**config.mk**
```make
export PLATFORM = sky130hd
export DESIGN_NAME = alu_status_stage
export DESIGN_NICKNAME = d
export VERILOG_FILES = /design/src/rtl/alu_status_pkg.sv /design/src/rtl/alu_status_stage_cond_eval.sv /design/src/rtl/alu_status_stage.sv
export SDC_FILE = /design/constraint.sdc
export NUM_CORES = 1
export LEC_CHECK = 0
export ABC_AREA = 1
export CAP_MARGIN = 20
export CORE_ASPECT_RATIO = 1.2
export CORE_MARGIN = 3
export CORE_UTILIZATION = 41
export DETAILED_ROUTE_END_ITERATION = 16
export PLACE_DENSITY = 0.66
export SETUP_SLACK_MARGIN = 0.1
export SKIP_LAST_GASP = 1
export SLEW_MARGIN = 40
export SYNTH_ARGS = -nofsm -noshare
export SYNTH_HDL_FRONTEND = slang
export SYNTH_SLANG_ARGS = --single-unit
```
**constraint.sdc**
```tcl
create_clock -name clk -period 1.8 [get_ports clk]
set_input_delay 0.36 -clock clk [delete_from_list [all_inputs] [get_ports clk]]
set_output_delay 0.36 -clock clk [all_outputs]
set_load 0.02 [all_outputs]
```
**src/rtl/alu_status_pkg.sv**
```systemverilog
// Shared types and constants for the adder result/status stage and its condition evaluator.
package alu_status_pkg;

  localparam int FLG_C = 0;
  localparam int FLG_S = 1;
  localparam int FLG_Z = 2;
  localparam int FLG_P = 3;
  localparam int FLG_V = 4;

  typedef enum logic [3:0] {
    CC_ALWAYS = 4'd0,
    CC_Z      = 4'd1,
    CC_NZ     = 4'd2,
    CC_C      = 4'd3,
    CC_NC     = 4'd4,
    CC_S      = 4'd5,
    CC_NS     = 4'd6,
    CC_V      = 4'd7,
    CC_NV     = 4'd8,
    CC_P      = 4'd9,
    CC_NP     = 4'd10,
    CC_LT     = 4'd11,
    CC_GE     = 4'd12
  } cond_e;

  typedef struct packed {
    logic [15:0] sum;
    logic [4:0]  flags;
  } entry_t;

endpackage

```
**src/rtl/alu_status_stage_cond_eval.sv**
```systemverilog
// Combinational condition-code evaluator over packed {v,p,z,s,c} flags.
module cond_eval
  import alu_status_pkg::*;
(
  input  logic [3:0] cond_sel,
  input  logic [4:0] flags,
  output logic       cond_true
);

  logic s_xor_v;
  assign s_xor_v = flags[FLG_S] ^ flags[FLG_V];

  always_comb begin
    cond_true = 1'b0;
    case (cond_e'(cond_sel))
      CC_ALWAYS: cond_true = 1'b1;
      CC_Z:      cond_true = flags[FLG_Z];
      CC_NZ:     cond_true = ~flags[FLG_Z];
      CC_C:      cond_true = flags[FLG_C];
      CC_NC:     cond_true = ~flags[FLG_C];
      CC_S:      cond_true = flags[FLG_S];
      CC_NS:     cond_true = ~flags[FLG_S];
      CC_V:      cond_true = flags[FLG_V];
      CC_NV:     cond_true = ~flags[FLG_V];
      CC_P:      cond_true = flags[FLG_P];
      CC_NP:     cond_true = ~flags[FLG_P];
      CC_LT:     cond_true = s_xor_v;
      CC_GE:     cond_true = ~s_xor_v;
      default:   cond_true = 1'b0;
    endcase
  end

endmodule

```
**src/rtl/alu_status_stage.sv**
```systemverilog
// Two-entry result/status buffer behind the 16-bit adder, with condition codes,
// sticky carry/overflow and an accepted-result counter.
module alu_status_stage
  import alu_status_pkg::*;
#(
  parameter int DEPTH = 2,
  parameter int CNT_W = 16
) (
  input  logic             clk,
  input  logic             rst_n,
  input  logic             in_valid,
  output logic             in_ready,
  input  logic [15:0]      in_sum,
  input  logic             in_carry,
  input  logic             in_sign,
  input  logic             in_zero,
  input  logic             in_parity,
  input  logic             in_overflow,
  output logic             out_valid,
  input  logic             out_ready,
  output logic [15:0]      out_sum,
  output logic [4:0]       out_flags,
  input  logic [3:0]       cond_sel,
  output logic             cond_true,
  input  logic             clr_sticky,
  output logic             sticky_c,
  output logic             sticky_v,
  output logic [CNT_W-1:0] acc_count
);

  localparam logic [1:0] FULL = DEPTH[1:0];

  entry_t     mem [2];
  logic       wr_ptr;
  logic       rd_ptr;
  logic [1:0] count;
  logic       push;
  logic       pop;
  logic       cond_raw;
  entry_t     in_entry;

  assign in_entry = '{sum: in_sum,
                      flags: {in_overflow, in_parity, in_zero, in_sign, in_carry}};

  // Ready depends only on occupancy, so out_ready never reaches in_ready.
  assign in_ready  = (count != FULL);
  assign out_valid = (count != 2'd0);
  assign push      = in_valid && in_ready;
  assign pop       = out_valid && out_ready;
  assign out_sum   = mem[rd_ptr].sum;
  assign out_flags = mem[rd_ptr].flags;

  always_ff @(posedge clk or negedge rst_n) begin
    if (!rst_n) begin
      mem[0] <= '0;
      mem[1] <= '0;
      wr_ptr <= 1'b0;
      rd_ptr <= 1'b0;
      count  <= 2'd0;
    end else begin
      if (push) begin
        mem[wr_ptr] <= in_entry;
        wr_ptr      <= ~wr_ptr;
      end
      if (pop)
        rd_ptr <= ~rd_ptr;
      case ({push, pop})
        2'b10:   count <= count + 2'd1;
        2'b01:   count <= count - 2'd1;
        default: count <= count;
      endcase
    end
  end

  // A setting push takes priority over a simultaneous clear.
  always_ff @(posedge clk or negedge rst_n) begin
    if (!rst_n) begin
      sticky_c  <= 1'b0;
      sticky_v  <= 1'b0;
      acc_count <= '0;
    end else begin
      if (push && in_carry)
        sticky_c <= 1'b1;
      else if (clr_sticky)
        sticky_c <= 1'b0;
      if (push && in_overflow)
        sticky_v <= 1'b1;
      else if (clr_sticky)
        sticky_v <= 1'b0;
      if (push)
        acc_count <= acc_count + {{(CNT_W-1){1'b0}}, 1'b1};
    end
  end

  cond_eval u_cond_eval (
    .cond_sel  (cond_sel),
    .flags     (out_flags),
    .cond_true (cond_raw)
  );

  assign cond_true = out_valid & cond_raw;

endmodule

```
==> results.json <==
{
  "status": "finished, violations left",
  "violations": "setup timing",
  "cts_tree": "yes",
  "area_growth_syn_to_layout_pct": 46.0,
  "avgSynthCellArea_um2": 7.97,
  "initial_utilization_pct": 42.7,
  "ys_seq_area_share_pct": 51.0,
  "synth_top_area_share_pct": 51.0,
  "drcViolationCount": 0,
  "synth-adder-area-share_pct": 0.796,
  "yosys_register_bits": 64,
  "slew_headroom_pct": 76.3,
  "ctsHtreeMaxLevel": 3,
  "crit_type": "reg2out",
  "slew_violations": 0,
  "ioPinCount": 72,
  "ir_drop_v": 0.000988,
  "p_leak_nw": 2.57,
  "worst_slack_ns": -0.303,
  "synth_area_leaders": "dfrtp_1 51%, nand2_1 18%, o21ai_1 6.7%",
  "drtIter0Drc": 98,
  "netlist.top_cell.by_area": "dfrtp_1",
  "globalplace.congestion": 0.887,
  "grt_max_degree": 65,
  "numCtsBuffers": 9,
  "finClkSkew_ns": 0.00722,
  "path_clk_slew_ns": 0.06,
  "fin_nets": 522,
  "rows": 34,
  "clock_latency_ns": 0.33,
  "worst_pin_slew_ns": 0.355,
  "worst-r2r-cell-count": 7,
  "clock-sinks": 64,
  "hold_path_class": "in2async",
  "min_period_ns": 2.10,
  "synth_nets": 426,
  "power_density_mw_per_mm2": 1720,
  "clk_path_buf_depth": 2,
  "die-area_mm2": 0.00875,
  "vias": 2795,
  "crit_path_start_kind": "register",
  "wl_per_cell_um": 12.7,
  "grt_pass1_vias": 2647,
  "port_buffers": 71,
  "clock-root-buffer": "clkbuf_8",
  "max_cap_viol_count": 0,
  "die_x_um": 85.9,
  "cp_max_fo": 8,
  "placed_cell_area_mm2": 0.00407,
  "syn_inst": 394,
  "gr-usage-all-layers_pct": 17.2,
  "design_area_mm2": 0.00459,
  "grt_pass1_wl_um": 12000,
  "yosys_warnings": 0,
  "ys_types": 26,
  "antenna_found_initial": 0,
  "synth_top_family_by_area": "simple AND/OR/NAND/NOR gates",
  "required_ns": 1.44,
  "core_mm2": 0.00736,
  "first_pass_iters": 5,
  "fin_tns_setup_ns": -2.77,
  "synth-simple-area-share_pct": 27.1,
  "num_antenna_cells": 0,
  "dp_hpwl_um": 4780,
  "die_height_um": 102,
  "max_freq_ghz": 0.475,
  "synth.mux.area_fraction_pct": 0,
  "setup_violations": 18,
  "ant_nets": 0,
  "cp.arrival_ns": 1.74,
  "syn_area_mm2": 0.00314,
  "synthXorXnorAreaFrac_pct": 4.46,
  "synth_compound_area_share_pct": 7.89,
  "finalPower_mw": 7.87,
  "drive_above_1_share_pct": 27.2,
  "finalHoldViolCount": 0,
  "grt_overflow": 0,
  "fillerInstances": 665,
  "post-route-period-util_pct": 117,
  "ctsHoldBuffers": 0,
  "rsz0062_at_grt": "true",
  "drt_wl_total_um": 7420,
  "viasPerCell": 4.79,
  "dpl_worst_slack_ns": -0.693,
  "crit_path_end_kind": "output pin"
}
## cell usage in the layout, fill, tap and decap left out, drive strengths merged
cell,synthesis,routed
xnor2,7,7
ha,2,2
o22ai,2,2
nor2,17,17
nand4,4,4
a21oi,3,3
clkbuf,2,13
inv,53,53
clkinvlp,0,1
and3,1,1
o21ai,44,44
xor2,9,9
clkinv,0,1
clkdlybuf4s50,0,26
dlymetal6s2s,0,5
dlygate4sd2,0,16
nand2,158,158
dfrtp,64,64
buf,12,50
nand3,13,13
clkdlybuf4s15,0,1
or2,1,1
nor3,2,2
## cell type report
class	count	area, um2	share of cell area (%)
repair buffers	98	995	21.7
flip-flops and latches	64	1600	35.0
clock buffers	13	149	3.25
multi-input cells	263	1510	32.9
clock inverters	1	5.00	0.109
inverters	53	206	4.50
repair inverters	1	7.51	0.164
well taps	90	113	2.45
## path summary, 6_finish.rpt
check,startpoint,to,slack [ns]
hold / removal,rst_n,sticky_c$_DFFE_PN0P_,0.005
hold reg to reg,mem[37]$_DFFE_PN0P_,mem[37]$_DFFE_PN0P_,0.50
max in group asynchronous,rst_n,wr_ptr$_DFFE_PN0N_,1.48
setup reg to reg,count[0]$_DFFE_PN0P_,count[1]$_DFFE_PN0P_,0.22
min in group clk,mem[37]$_DFFE_PN0P_,mem[37]$_DFFE_PN0P_,0.50
setup / recovery,rd_ptr$_DFFE_PN0P_,cond_true,-0.30
## critical path, cell delays in order, from the launching register on
cell and delay (ns):
dfrtp_2 0.45, buf_8 0.16, nand2_4 0.06, nand2_4 0.07
nand2_1 0.08, nand2_1 0.08, inv_1 0.04, nand2_1 0.08
nand3_2 0.07, nor2_2 0.13, nor2_2 0.05, buf_6 0.12
## cell usage after synthesis
| master | n |
|---|---|
| o21ai_0 | 2 |
| and3_1 | 1 |
| o22ai_1 | 2 |
| nor2_2 | 2 |
| nand3_1 | 13 |
| a21oi_1 | 3 |
| xor2_1 | 9 |
| nand2_2 | 2 |
| buf_6 | 1 |
| nor3_1 | 2 |
| o21ai_1 | 42 |
| inv_1 | 50 |
| or2_1 | 1 |
| xnor2_1 | 7 |
| nand2_4 | 3 |
| nand4_1 | 4 |
| nor2_1 | 12 |
| buf_1 | 1 |
| nand2_1 | 153 |
| inv_6 | 1 |
| ha_1 | 2 |
| nor2_8 | 3 |
| dfrtp_1 | 64 |
| clkbuf_1 | 2 |
| buf_2 | 10 |
| inv_2 | 2 |
## repair_timing
item | CTS | global route
resized for setup | 150 | 89
setup buffers | 4 | 4
pin swaps | 8 | 18
endpoints found under the setup margin | 39 | 27
gates cloned | 2 | 0
## logic make-up after synthesis
family / Yosys count
flops: 64
fa+ha+maj: 2
xor+xnor: 16
compound gates: 49
buf+inv: 67
simple gates: 196
## flip-flops by register name, summed over array words and instances, names as in the netlist
signal and flops:
acc_count 16, count 2, mem 42, rd_ptr 1, sticky_c 1, sticky_v 1
wr_ptr 1
## per-stage QoR
stage               hold WS (ns)  util [%]  instances
finish                   0.00527      62.3        583
global route              0.0445      62.3        583
CTS                       0.0305      58.3        580
detailed placement         0.400      55.3        561
global placement           0.397      55.3        561
floorplan                 0.0644         -        394
## report_power, final
group | internal [mW] | total [mW] | switching [mW]
clock | 0.521 | 1.02 | 0.499
combinational | 2.00 | 4.37 | 2.36
sequential | 2.02 | 2.49 | 0.469
total | 4.54 | 7.87 | 3.33
## per-layer routing
metal,part of all wire (%),up-vias,GRT usage (%)
li1,-,1401,-
met3,3.3,19,3.39
met1,43,1313,21.3
met4,3.0,0,8.16
met2,51,62,29.0
met5,0,-,0
No activity file was read; power rests on OpenSTA's default activity.
